==> src/rtl/cont_bwd_if.sv <==
// cont_bwd_if: control/strobe bundle between the backward controller and its SRAMs/datapath
interface cont_bwd_if #(parameter int ADDR_W = 8);
  logic              start;
  logic              hold;
  logic              alpha_rd_en;
  logic [ADDR_W-1:0] alpha_addr;
  logic              beta_w_r;
  logic [ADDR_W-1:0] beta_addr;
  logic              beta_init;
  logic              add_en;
  logic              cmp_en;
  logic              llr_valid;
  logic [7:0]        llr_idx;
  logic              busy;
  logic              done_bwd;
  modport master (
    input  start, hold,
    output alpha_rd_en, alpha_addr, beta_w_r, beta_addr, beta_init,
           add_en, cmp_en, llr_valid, llr_idx, busy, done_bwd
  );
  modport slave (
    output start, hold,
    input  alpha_rd_en, alpha_addr, beta_w_r, beta_addr, beta_init,
           add_en, cmp_en, llr_valid, llr_idx, busy, done_bwd
  );
endinterface

==> src/rtl/cont_bwd.sv <==
// cont_bwd: beta-recursion / LLR sequencer, walks stages N_STAGES-1 down to 1
module cont_bwd #(
  parameter int N_STAGES = 8,
  parameter int ADDR_W   = 8,
  parameter int STRIDE   = 8
) (
  input  logic       clk,
  input  logic       rst,
  cont_bwd_if.master bus
);
  typedef enum logic [2:0] {IDLE, INIT, RD, ADD, CMP, WR, LLR, DONE} state_t;
  state_t state, nxt;
  logic [7:0] k, nxt_k;
  logic [ADDR_W-1:0] a_k, a_km1;
  logic [ADDR_W-1:0] alpha_addr_d, beta_addr_d;
  logic [7:0] llr_idx_d;
  logic alpha_rd_en_d, beta_w_r_d, beta_init_d, add_en_d, cmp_en_d;
  logic llr_valid_d, busy_d, done_d;
  // outputs are decoded from the next state so they are registered yet valid in that state
  always_ff @(posedge clk or negedge rst)
    if (!rst) begin
      state           <= IDLE;
      k               <= '0;
      bus.alpha_rd_en <= 1'b0;
      bus.alpha_addr  <= '0;
      bus.beta_w_r    <= 1'b0;
      bus.beta_addr   <= '0;
      bus.beta_init   <= 1'b0;
      bus.add_en      <= 1'b0;
      bus.cmp_en      <= 1'b0;
      bus.llr_valid   <= 1'b0;
      bus.llr_idx     <= '0;
      bus.busy        <= 1'b0;
      bus.done_bwd    <= 1'b0;
    end else if (!bus.hold) begin
      state           <= nxt;
      k               <= nxt_k;
      bus.alpha_rd_en <= alpha_rd_en_d;
      bus.alpha_addr  <= alpha_addr_d;
      bus.beta_w_r    <= beta_w_r_d;
      bus.beta_addr   <= beta_addr_d;
      bus.beta_init   <= beta_init_d;
      bus.add_en      <= add_en_d;
      bus.cmp_en      <= cmp_en_d;
      bus.llr_valid   <= llr_valid_d;
      bus.llr_idx     <= llr_idx_d;
      bus.busy        <= busy_d;
      bus.done_bwd    <= done_d;
    end
  always_comb begin
    nxt   = state == IDLE ? (bus.start ? INIT : IDLE) :
            state == LLR  ? (k == 8'd1 ? DONE : RD) :
            state == DONE ? IDLE : state_t'(state + 3'd1);
    nxt_k = (state == IDLE && bus.start) ? 8'(N_STAGES - 1) :
            (state == LLR && k != 8'd1)  ? k - 8'd1 : k;
  end
  always_comb begin
    a_k           = ADDR_W'(int'(nxt_k) * STRIDE);
    a_km1         = ADDR_W'((int'(nxt_k) - 1) * STRIDE);
    alpha_rd_en_d = nxt == RD;
    alpha_addr_d  = nxt == RD ? a_km1 : '0;
    beta_w_r_d    = nxt == INIT || nxt == WR;
    beta_addr_d   = (nxt == INIT || nxt == RD) ? a_k : nxt == WR ? a_km1 : '0;
    beta_init_d   = nxt == INIT;
    add_en_d      = nxt == ADD;
    cmp_en_d      = nxt == CMP;
    llr_valid_d   = nxt == LLR;
    llr_idx_d     = nxt == LLR ? nxt_k : '0;
    busy_d        = nxt != IDLE;
    done_d        = nxt == DONE;
  end
endmodule
==> src/flat_wrapper.sv <==
// flat-port wrapper written by rule: the top's interface ports become plain ports
module cont_bwd_flat 
#(
  parameter int N_STAGES = 8,
  parameter int ADDR_W   = 8,
  parameter int STRIDE   = 8
)
  (clk, rst, bus_start, bus_hold, bus_alpha_rd_en, bus_alpha_addr, bus_beta_w_r, bus_beta_addr, bus_beta_init, bus_add_en, bus_cmp_en, bus_llr_valid, bus_llr_idx, bus_busy, bus_done_bwd);
  cont_bwd_if #(.ADDR_W(ADDR_W)) bus_i ();
  input  logic clk;
  input  logic rst;
  input wire logic [$bits(bus_i.start)-1:0] bus_start;
  input wire logic [$bits(bus_i.hold)-1:0] bus_hold;
  output wire logic [$bits(bus_i.alpha_rd_en)-1:0] bus_alpha_rd_en;
  output wire logic [$bits(bus_i.alpha_addr)-1:0] bus_alpha_addr;
  output wire logic [$bits(bus_i.beta_w_r)-1:0] bus_beta_w_r;
  output wire logic [$bits(bus_i.beta_addr)-1:0] bus_beta_addr;
  output wire logic [$bits(bus_i.beta_init)-1:0] bus_beta_init;
  output wire logic [$bits(bus_i.add_en)-1:0] bus_add_en;
  output wire logic [$bits(bus_i.cmp_en)-1:0] bus_cmp_en;
  output wire logic [$bits(bus_i.llr_valid)-1:0] bus_llr_valid;
  output wire logic [$bits(bus_i.llr_idx)-1:0] bus_llr_idx;
  output wire logic [$bits(bus_i.busy)-1:0] bus_busy;
  output wire logic [$bits(bus_i.done_bwd)-1:0] bus_done_bwd;
  assign bus_i.start = bus_start;
  assign bus_i.hold = bus_hold;
  assign bus_alpha_rd_en = bus_i.alpha_rd_en;
  assign bus_alpha_addr = bus_i.alpha_addr;
  assign bus_beta_w_r = bus_i.beta_w_r;
  assign bus_beta_addr = bus_i.beta_addr;
  assign bus_beta_init = bus_i.beta_init;
  assign bus_add_en = bus_i.add_en;
  assign bus_cmp_en = bus_i.cmp_en;
  assign bus_llr_valid = bus_i.llr_valid;
  assign bus_llr_idx = bus_i.llr_idx;
  assign bus_busy = bus_i.busy;
  assign bus_done_bwd = bus_i.done_bwd;
  cont_bwd #(.N_STAGES(N_STAGES), .ADDR_W(ADDR_W), .STRIDE(STRIDE)) u_core (.clk(clk), .rst(rst), .bus(bus_i));
endmodule
==> config.mk <==
export PLATFORM = sky130hd
export DESIGN_NAME = cont_bwd_flat
export DESIGN_NICKNAME = d
export VERILOG_FILES = /design/src/rtl/cont_bwd_if.sv /design/src/rtl/cont_bwd.sv /design/src/flat_wrapper.sv
export SDC_FILE = /design/constraint.sdc
export NUM_CORES = 1
export LEC_CHECK = 0
export ABC_AREA = 1
export CORE_MARGIN = 10
export CORE_UTILIZATION = 45
export DETAILED_ROUTE_END_ITERATION = 7
export PLACE_DENSITY = 0.75
export SLEW_MARGIN = 10
export SYNTH_ARGS = -nofsm -noshare
export SYNTH_HDL_FRONTEND = slang
export SYNTH_SLANG_ARGS = --single-unit
==> constraint.sdc <==
create_clock -name clk -period 2.2 [get_ports clk]
set_input_delay 0.44 -clock clk [delete_from_list [all_inputs] [get_ports clk]]
set_output_delay 0.44 -clock clk [all_outputs]
set_load 0.005 [all_outputs]
==> impl_table.tex, run 1 <==
\begin{tabular}{lr}
\hline
Metric & Value \\
\hline
\multicolumn{2}{l}{\textbf{Global route}} \\
\quad Final global-route overflow total & 0 \\
\quad Via count of the first global-routing pass & 1596 \\
\quad Initial antenna violation count & 0 \\
\quad Global-route wire length before repair & 7355 um \\
\quad Total global routing track utilization & 12.16\% \\
\quad Maximum number of pins on one net before global-route repair & 38 \\
\multicolumn{2}{l}{\textbf{Setup path}} \\
\quad Cell family with most CP delay & simple AND/OR/NAND/NOR gates \\
\quad Worst path required time & around 2.4 ns \\
\quad Data arrival time at the worst-slack endpoint & roughly 2.2 ns \\
\quad Worst stage delay on the critical path & 0.39 ns \\
\quad Worst-path maximum fanout & 6 \\
\quad Sequence of cells on the critical path & inv\_1 -> ha\_1 -> nand2\_1 -> inv\_2 -> o21ai\_4 -> nand2\_1 -> nand2\_1 -> nor2\_2 -> ha\_1 -> inv\_1 -> nor2\_1 -> nand2\_1 -> xor2\_2 -> o21ai\_1 \\
\quad CP endpoint kind & register \\
\quad Crit Path Category & register to register \\
\quad Buffers and inverters on the worst path & 3 \\
\quad Critical Path Slowest Stage Cell & sky130\_fd\_sc\_hd\_\_dfrtp\_1 \\
\quad Most prevalent standard cell on the critical path & sky130\_fd\_sc\_hd\_\_nand2\_1 \\
\quad Critical Path Start Type & register \\
\multicolumn{2}{l}{\textbf{Power and ir drop}} \\
\quad Sequential power share & between 30\% and 40\% \\
\quad Combinational power share & a little over half \\
\quad Leakage & 1.194 nW \\
\quad Proportion of total power due to net switching & between 40\% and 50\% \\
\quad Int Power & around 2.1 mW \\
\quad Design Power & 3.601 mW \\
\quad PD cells & around 1500 nW/um\^{}2 \\
\quad Power dissipated by switching net loads & roughly 1.5 mW \\
\quad Maximum vdd drop & roughly 0.74 mV \\
\quad Clock network power share & between 10\% and 20\% \\
\multicolumn{2}{l}{\textbf{Final layout}} \\
\quad Share of final-layout standard cells stronger than drive strength 1 & 12.82\% \\
\quad Post-route core utilization & between 50\% and 60\% \\
\quad Number of fill cells & roughly 380 \\
\quad Antenna cells & 0 \\
\quad Final Instance Count excl. Fillers & 323 \\
\quad Area Growth Syn to Fin & 25.15\% \\
\quad NumNets Final & $\sim$280 \\
\multicolumn{2}{l}{\textbf{STA}} \\
\quad Number of failing setup endpoints in the final timing report & 0 \\
\quad Final clock skew & 0.004078 ns \\
\quad Final-report max-slew violation count & 0 \\
\quad Number of hold violations in the final report & 0 \\
\quad Final Cycle Share & about nine tenths \\
\quad Slew at the pin with the worst max-slew slack & between 0.8 and 0.9 ns \\
\quad Achievable clock frequency & just under 0.5 GHz \\
\quad Shortest clock period the worst path allows after layout & 2.023 ns \\
\quad Slew margin rel. & between 40\% and 50\% \\
\quad Smallest hold slack & about 0.24 ns \\
\multicolumn{2}{l}{\textbf{Yosys}} \\
\quad Yosys warning count & 0 \\
\quad Average cell area after synthesis & just over 8 um\^{}2 \\
\quad Library cell with the largest summed area after synthesis & sky130\_fd\_sc\_hd\_\_dfrtp\_1 \\
\quad Mapped Cells & roughly 240 \\
\quad Yosys reg bits & 37 \\
\quad Netlist area before placement & 1931 um\^{}2 \\
\quad Portion of synthesized cell area occupied by the leading cell type & 47.96\% \\
\quad Count of unique library cells instantiated by Yosys & 24 \\
\quad Seq/Total Area, Yosys & 47.96\% \\
\quad Ranking of synthesized cells by area & sky130\_fd\_sc\_hd\_\_dfrtp\_1 48\%, sky130\_fd\_sc\_hd\_\_nand2\_1 12\%, sky130\_fd\_sc\_hd\_\_o21ai\_0 6.5\% \\
\multicolumn{2}{l}{\textbf{Drt}} \\
\quad Router iterations before antenna repair & 4 \\
\quad Via density per instance & 5.012 \\
\quad DRT antenna net count & 0 \\
\quad Amount of wire on met3 after detailed routing & about 320 um \\
\quad Wire length per cell after detailed routing & 13.26 um \\
\quad First DRT Iteration DRCs & 93 \\
\quad Met2 wire len & between 2000 and 2500 um \\
\quad Top routing layer in use & met4 \\
\quad Vias after detailed routing & between 1.5k and 2k \\
\quad Sum of routed wire length over all layers & 4283 um \\
\quad Remaining design rule violation count & 0 \\
\quad Met1 wire length & approximately 1900 um \\
\multicolumn{2}{l}{\textbf{Clock tree}} \\
\quad Count of hold-fix buffers inserted at cts & 0 \\
\quad TritonCTS buffer count & 5 \\
\quad Clock slew at reported path FFs & 0.07 ns \\
\quad Number of clock sinks seen by CTS & 37 \\
\quad TritonCTS clock tree & yes \\
\quad Count of H-tree levels built during CTS & 2 \\
\quad Maximum number of buffers from clock root to sink & 2 \\
\quad Clock latency at the later pin of the worst-skew pair & $\sim$0.29 ns \\
\quad Clock tree root driver cell & sky130\_fd\_sc\_hd\_\_clkbuf\_8 \\
\multicolumn{2}{l}{\textbf{Floorplan}} \\
\quad Placement Rows & 23 \\
\quad Width of the die & between 80 and 90 um \\
\quad Die H & 85.50 um \\
\quad Placeable core region & between 4000 and 5000 um\^{}2 \\
\quad Die area & 7310 um\^{}2 \\
\quad Top-Level Pins & 36 \\
\quad Starting Density & a little under half \\
\multicolumn{2}{l}{\textbf{Placement}} \\
\quad Detail Placement HPWL & $\sim$3100 um \\
\quad Placed cell count & about 310 \\
\quad Final RePlAce weighted congestion & a little over 0.9 \\
\quad Number of buffer cells added on primary ports & 29 \\
\multicolumn{2}{l}{\textbf{Job}} \\
\quad Number of maximum-capacitance constraint violations & 0 \\
\multicolumn{2}{l}{\textbf{Worst hold path}} \\
\quad HP Class & input pin to asynchronous set/reset pin \\
\multicolumn{2}{l}{\textbf{Outcome}} \\
\quad Outcome & completed \\
\hline
\end{tabular}
==> cells in the mapped netlist <==
| master | n |
|---|---|
| sky130_fd_sc_hd__nand2_1 | 64 |
| sky130_fd_sc_hd__dfrtp_1 | 37 |
| sky130_fd_sc_hd__o21ai_0 | 25 |
| sky130_fd_sc_hd__inv_1 | 24 |
| sky130_fd_sc_hd__nand3_1 | 16 |
| sky130_fd_sc_hd__nor2_1 | 15 |
| sky130_fd_sc_hd__xor2_1 | 8 |
| sky130_fd_sc_hd__ha_1 | 7 |
| sky130_fd_sc_hd__buf_4 | 6 |
| sky130_fd_sc_hd__clkbuf_1 | 5 |
| sky130_fd_sc_hd__nand2_2 | 4 |
| sky130_fd_sc_hd__o21ai_1 | 4 |
| sky130_fd_sc_hd__a21oi_1 | 3 |
| sky130_fd_sc_hd__a22oi_1 | 2 |
| sky130_fd_sc_hd__inv_2 | 2 |
| sky130_fd_sc_hd__nand4_1 | 2 |
| sky130_fd_sc_hd__nor2_2 | 2 |
| sky130_fd_sc_hd__o211ai_2 | 2 |
| sky130_fd_sc_hd__o31ai_1 | 2 |
| sky130_fd_sc_hd__buf_2 | 1 |
| sky130_fd_sc_hd__conb_1 | 1 |
| sky130_fd_sc_hd__nand3_2 | 1 |
| sky130_fd_sc_hd__o21ai_2 | 1 |
| sky130_fd_sc_hd__o21ai_4 | 1 |
==> routing by layer <==
metal	up-vias	global-route usage (%)
li1	818	-
met1	758	13.59
met2	37	20.44
met3	6	5.298
met4	0	3.593
met5	-	0
==> stage by stage <==
| stage | setup slack (ns) | cell area (um^2) | TNS, ns |
|---|---|---|---|
| after floorplan | 0.3064 | 1949 | 0 |
| after global placement | 0.1228 | 2273 | 0 |
| after detailed placement | 0.02385 | 2273 | 0 |
| after CTS | 0.02436 | 2377 | 0 |
| after global routing | -0.02520 | 2416 | -0.02520 |
| final | 0.1769 | 2416 | 0 |
==> layout by cell type, fill, tap and decap left out <==
master	instances
sky130_fd_sc_hd__nand2_1	63
sky130_fd_sc_hd__dfrtp_1	37
sky130_fd_sc_hd__clkdlybuf4s50_1	28
sky130_fd_sc_hd__o21ai_0	24
sky130_fd_sc_hd__inv_1	23
sky130_fd_sc_hd__nand3_1	16
sky130_fd_sc_hd__nor2_1	13
sky130_fd_sc_hd__buf_4	8
sky130_fd_sc_hd__xor2_1	7
sky130_fd_sc_hd__ha_1	7
sky130_fd_sc_hd__conb_1	6
sky130_fd_sc_hd__nand2_2	5
sky130_fd_sc_hd__o21ai_1	5
sky130_fd_sc_hd__clkbuf_8	5
sky130_fd_sc_hd__nor2_2	4
sky130_fd_sc_hd__inv_2	3
sky130_fd_sc_hd__a21oi_1	3
sky130_fd_sc_hd__o21ai_2	2
sky130_fd_sc_hd__nand4_1	2
sky130_fd_sc_hd__a22oi_1	2
sky130_fd_sc_hd__o31ai_1	2
sky130_fd_sc_hd__o211ai_2	2
sky130_fd_sc_hd__o21ai_4	1
sky130_fd_sc_hd__nand3_2	1
sky130_fd_sc_hd__xor2_2	1
sky130_fd_sc_hd__clkinv_2	1
sky130_fd_sc_hd__bufinv_16	1
sky130_fd_sc_hd__buf_2	1
==> final cells by class <==
class | count | area [um^2] | share of cell area, %
Clock inverter | 2 | 35.03 | 1.450
Timing Repair Buffer | 37 | 345.3 | 14.29
Multi-Input combinational cell | 166 | 880.8 | 36.46
Tap cell | 50 | 62.56 | 2.589
Sequential cell | 37 | 925.9 | 38.32
Clock buffer | 5 | 68.82 | 2.848
Inverter | 26 | 97.59 | 4.039
==> timing repair <==
| item | CTS | global route |
|---|---|---|
| endpoints found under the hold margin | 0 | 0 |
| setup buffers | 0 | 2 |
| resized for setup | 0 | 6 |
| endpoints found under the setup margin | 0 | 10 |
==> power by group through the flow <==
stage	sequential, mW	combinational (mW)	clock (mW)
detailed placement	1.12	1.85	0
global placement	1.12	1.83	0
CTS	1.11	1.86	0.579
global route	1.15	2.20	0.611
floorplan	1.12	1.19	0
finish	1.11	1.93	0.565
==> cell families after synthesis <==
logic type | count (synthesis) | synth area share (%)
XOR/XNOR | 8 | 3.629
AO/OA/AOI/OAI | 40 | 12.44
other | 1 | 0.1942
AND/OR/NAND/NOR | 104 | 22.62
adder cells (fa/ha/maj) | 7 | 4.536
buffers and inverters | 38 | 8.620
flip-flops | 37 | 47.96
==> path summary, 6_finish.rpt <==
path | from | to | slack [ns] | cells after the start
worst min-delay path | rst | u_core.bus.llr_idx[1] | 0.24 | 1
worst min register to register | u_core.bus.add_en | u_core.bus.add_en | 0.48 | 2
min in group clk | u_core.bus.add_en | u_core.bus.add_en | 0.48 | 2
max in group asynchronous | rst | u_core.k[4] | 1.45 | 1
worst max register to register | u_core.state[0] | u_core.bus.alpha_addr[7] | 0.18 | 14
worst max-delay path | u_core.state[0] | u_core.bus.alpha_addr[7] | 0.18 | 14
==> sequential cells by signal (all words and copies together), names as in the netlist <==
| register | count |
|---|---|
| u_core.bus.cmp_en | 1 |
| u_core.bus.beta_init | 1 |
| u_core.bus.llr_valid | 1 |
| u_core.bus.busy | 1 |
| u_core.k | 8 |
| u_core.bus.llr_idx | 8 |
| u_core.bus.beta_w_r | 1 |
| u_core.bus.alpha_addr | 5 |
| u_core.bus.done_bwd | 1 |
| u_core.bus.beta_addr | 5 |
| u_core.state | 3 |
| u_core.bus.alpha_rd_en | 1 |
| u_core.bus.add_en | 1 |
Note: power is estimated with default switching activity, not from simulation.
==> inputs of run 2 (changes only) <==
--- a/config.mk
+++ b/config.mk
@@ -9,7 +9,7 @@
 export CORE_MARGIN = 10
 export CORE_UTILIZATION = 45
 export DETAILED_ROUTE_END_ITERATION = 7
-export PLACE_DENSITY = 0.75
+export PLACE_DENSITY = 0.78
 export SLEW_MARGIN = 10
 export SYNTH_ARGS = -nofsm -noshare
 export SYNTH_HDL_FRONTEND = slang
==> constraint.sdc (replaced) <==
create_clock -name clk -period 1.6 [get_ports clk]
set_input_delay 0.32 -clock clk [delete_from_list [all_inputs] [get_ports clk]]
set_output_delay 0.32 -clock clk [all_outputs]
set_load 0.005 [all_outputs]
==> run 2 against run 1 <==
- the flow now finishes with violations (setup timing)
- setup slack worse by 0.53 ns
- register-to-register slack worse by 0.53 ns
- flip-flop and latch count unchanged
- worst hold slack better by 0.24 ns
- clock power up 19%
- via count up 22%
- combinational power rose to 3.0 times the previous value
- maximum frequency up 3.4%
- sequential power up 41%
- sequential share of layout area down 10 points
- largest cell class is now multi-input combinational cells
- largest power group unchanged
==> impl_table.tex, run 2 (same netlist as run 1, synthesis figures left out) <==
\begin{tabular}{lr}
\hline
Metric & Value \\
\hline
\multicolumn{2}{l}{\textbf{Drt}} \\
\quad Via density per instance & 5.239 (+4.5\%) \\
\quad DRT antenna net count & 0 (unchanged) \\
\quad Wire length per cell after detailed routing & 17.70 um (+33\%) \\
\quad Sum of routed wire length over all layers & 6655 um (+55\%) \\
\quad Remaining design rule violation count & 0 (unchanged) \\
\quad First DRT Iteration DRCs & 140 (+51\%) \\
\quad Vias after detailed routing & 1970 (+22\%) \\
\quad Router iterations before antenna repair & 4 (unchanged) \\
\multicolumn{2}{l}{\textbf{STA}} \\
\quad Final clock skew & 0.01001 ns (+0.005927 ns) \\
\quad Smallest hold slack & 0.4772 ns (+0.2415 ns) \\
\quad Number of failing setup endpoints in the final timing report & 34 (+34) \\
\quad Final-report max-slew violation count & 0 (unchanged) \\
\quad Number of hold violations in the final report & 0 (unchanged) \\
\quad PnR worst setup slack & -0.3570 ns (-0.5339 ns) \\
\quad Final Cycle Share & 122.3\% (+30 points) \\
\quad Shortest clock period the worst path allows after layout & 1.957 ns (-0.06611 ns) \\
\quad Achievable clock frequency & 0.5110 GHz (+3.4\%) \\
\quad Unrepaired setup endpoints after global routing & yes \\
\multicolumn{2}{l}{\textbf{Final layout}} \\
\quad Largest registers in the final layout & u\_core.bus.llr\_idx: 8 flops, u\_core.k: 8 flops \\
\quad Most common cell after layout, fill and taps aside & sky130\_fd\_sc\_hd\_\_buf\_4 \\
\quad NumNets Final & 337 (+19\%) \\
\quad Post-route core utilization & 81.51\% (+22 points) \\
\quad Most frequent cells in the layout & 46 x sky130\_fd\_sc\_hd\_\_buf\_4, 45 x sky130\_fd\_sc\_hd\_\_nand2\_1, 36 x sky130\_fd\_sc\_hd\_\_dfrtp\_1 \\
\quad Area Growth Syn to Fin & 72.52\% \\
\quad Antenna cells & 0 (unchanged) \\
\quad Share of final-layout standard cells stronger than drive strength 1 & 48.47\% (+36 points) \\
\multicolumn{2}{l}{\textbf{Global route}} \\
\quad Via count of the first global-routing pass & 2018 (+26\%) \\
\quad Global-route wire length before repair & 9432 um (+28\%) \\
\quad Final global-route overflow total & 0 (unchanged) \\
\quad Total global routing track utilization & 15.74\% (+3.6 points) \\
\quad Initial antenna violation count & 0 (unchanged) \\
\quad Maximum number of pins on one net before global-route repair & 22 (-42\%) \\
\multicolumn{2}{l}{\textbf{Setup path}} \\
\quad Worst path required time & 1.78 ns (-0.64 ns) \\
\quad Sequence of cells on the critical path & inv\_2 -> ha\_4 -> nand2\_4 -> o21ai\_4 -> buf\_4 -> buf\_6 -> inv\_6 -> nand2\_1 -> o21ai\_2 -> nor2\_2 -> xor2\_2 -> o21ai\_1 \\
\quad CP endpoint kind & register \\
\quad Critical Path Slowest Stage Cell & sky130\_fd\_sc\_hd\_\_dfrtp\_1 \\
\quad Cell family with most CP delay & compound AO/OA/AOI/OAI gates \\
\quad Worst stage delay on the critical path & 0.39 ns (about the same) \\
\quad Buffers and inverters on the worst path & 4 (+1) \\
\quad Data arrival time at the worst-slack endpoint & 2.14 ns (-0.10 ns) \\
\quad Critical Path Start Type & register \\
\quad Crit Path Category & register to register \\
\quad Worst-path maximum fanout & 5 (-1) \\
\multicolumn{2}{l}{\textbf{Placement}} \\
\quad Number of buffer cells added on primary ports & 29 (unchanged) \\
\quad Detail Placement HPWL & 3704 um (+18\%) \\
\quad Final RePlAce weighted congestion & 0.9023 (-0.56\%) \\
\multicolumn{2}{l}{\textbf{Outcome}} \\
\quad Failing checks & setup timing \\
\quad Outcome & finished with violations \\
\multicolumn{2}{l}{\textbf{Clock tree}} \\
\quad Number of clock sinks seen by CTS & 37 (unchanged) \\
\quad Clock tree root driver cell & sky130\_fd\_sc\_hd\_\_clkbuf\_8 \\
\quad TritonCTS buffer count & 5 (unchanged) \\
\quad Count of H-tree levels built during CTS & 2 (unchanged) \\
\quad Clock slew at reported path FFs & 0.07 ns (about the same) \\
\quad Maximum number of buffers from clock root to sink & 2 (unchanged) \\
\quad TritonCTS clock tree & yes \\
\quad Clock latency at the later pin of the worst-skew pair & 0.30 ns (about the same) \\
\multicolumn{2}{l}{\textbf{Floorplan}} \\
\quad Placeable core region & 4086 um\^{}2 (unchanged) \\
\quad Width of the die & 85.50 um (unchanged) \\
\quad Starting Density & 47.24\% (unchanged) \\
\quad Die H & 85.50 um (unchanged) \\
\quad Placement Rows & 23 (unchanged) \\
\quad Top-Level Pins & 36 (unchanged) \\
\quad Die area & 7310 um\^{}2 (unchanged) \\
\multicolumn{2}{l}{\textbf{Power and ir drop}} \\
\quad PD cells & 2387 nW/um\^{}2 (+60\%) \\
\quad Maximum vdd drop & 1.262 mV (+70\%) \\
\quad Leakage & 1.557 nW (+30\%) \\
\multicolumn{2}{l}{\textbf{Job}} \\
\quad Number of maximum-capacitance constraint violations & 0 (unchanged) \\
\multicolumn{2}{l}{\textbf{Worst hold path}} \\
\quad HP Class & register to register \\
\hline
\end{tabular}
[run 2: power breakdown]
group	switching [mW]	leakage, nW	internal [mW]
Clock	0.329	0.0443	0.342
Combinational	2.97	1.02	2.76
Sequential	0.264	0.489	1.29
Total	3.56	1.56	4.39
[run 2: worst paths after layout]
path | cells past startpoint | from | end | slack (ns)
max | 12 | u_core.k[1] | u_core.bus.alpha_addr[7] | -0.36
min | 2 | u_core.bus.beta_addr[3] | u_core.bus.beta_addr[3] | 0.48
max reg2reg | 12 | u_core.k[1] | u_core.bus.alpha_addr[7] | -0.36
min reg2reg | 2 | u_core.bus.beta_addr[3] | u_core.bus.beta_addr[3] | 0.48
max in group asynchronous | 3 | rst | u_core.state[1] | 0.65
min in group asynchronous | 2 | rst | u_core.bus.llr_idx[2] | 0.49
[run 2: what timing repair did]
action                                  CTS  global route
buffers inserted                         13            12
hold buffers                              1             0
endpoints found under the setup margin   32            36
gates resized for setup                  74            64
pin swaps                                24            34
hold endpoints to repair                 16             0
[run 2: final cells by class]
| cell class | count | area (um^2) |
|---|---|---|
| flip-flops and latches | 37 | 927.1 |
| fillers | 242 | 755.7 |
| clock buffers | 7 | 86.33 |
| repair buffers | 91 | 835.8 |
| multi-input cells | 165 | 1301 |
| inverters | 26 | 117.6 |
| well taps | 50 | 62.56 |
[run 2: tightest hold or removal path, stage by stage, from the launching register on]
cell	delay, ns
sky130_fd_sc_hd__dfrtp_1	0.34
sky130_fd_sc_hd__nand2_1	0.05
sky130_fd_sc_hd__nand2_1	0.05
[run 2: metrics by stage]
| step | worst slack [ns] | instance area [um^2] | power, mW | TNS (ns) | instances |
|---|---|---|---|---|---|
| final | -0.3570 | 3331 | 7.951 | -5.978 | 376 |
| after global routing | -0.4716 | 3331 | 8.452 | -8.706 | 376 |
| after CTS | -0.2177 | 3023 | 6.576 | -2.444 | 367 |
| after detailed placement | -0.4530 | 2609 | 4.971 | -7.150 | 348 |
| after global placement | -0.3693 | 2609 | 4.899 | -5.950 | 348 |
| after floorplan | -0.1951 | 1997 | 3.274 | -1.044 | 240 |
[run 2: metal layers]
| metal | up-vias | global-route usage, % | part of all wire (%) |
|---|---|---|---|
| li1 | 917 | - | - |
| met1 | 973 | 16.31 | 36 |
| met2 | 53 | 27.79 | 54 |
| met3 | 27 | 6.339 | 6.1 |
| met4 | 0 | 5.988 | 4.4 |
| met5 | - | 0 | 0 |
==> inputs of run 3 (changes only) <==
--- a/config.mk
+++ b/config.mk
@@ -8,6 +8,7 @@
 export ABC_AREA = 1
 export CORE_MARGIN = 10
 export CORE_UTILIZATION = 45
+export CTS_CLUSTER_DIAMETER = 80
 export DETAILED_ROUTE_END_ITERATION = 7
 export PLACE_DENSITY = 0.78
 export SLEW_MARGIN = 10
==> results of run 3 <==
The final DEF is identical to that of run 2; final timing and power are the same.
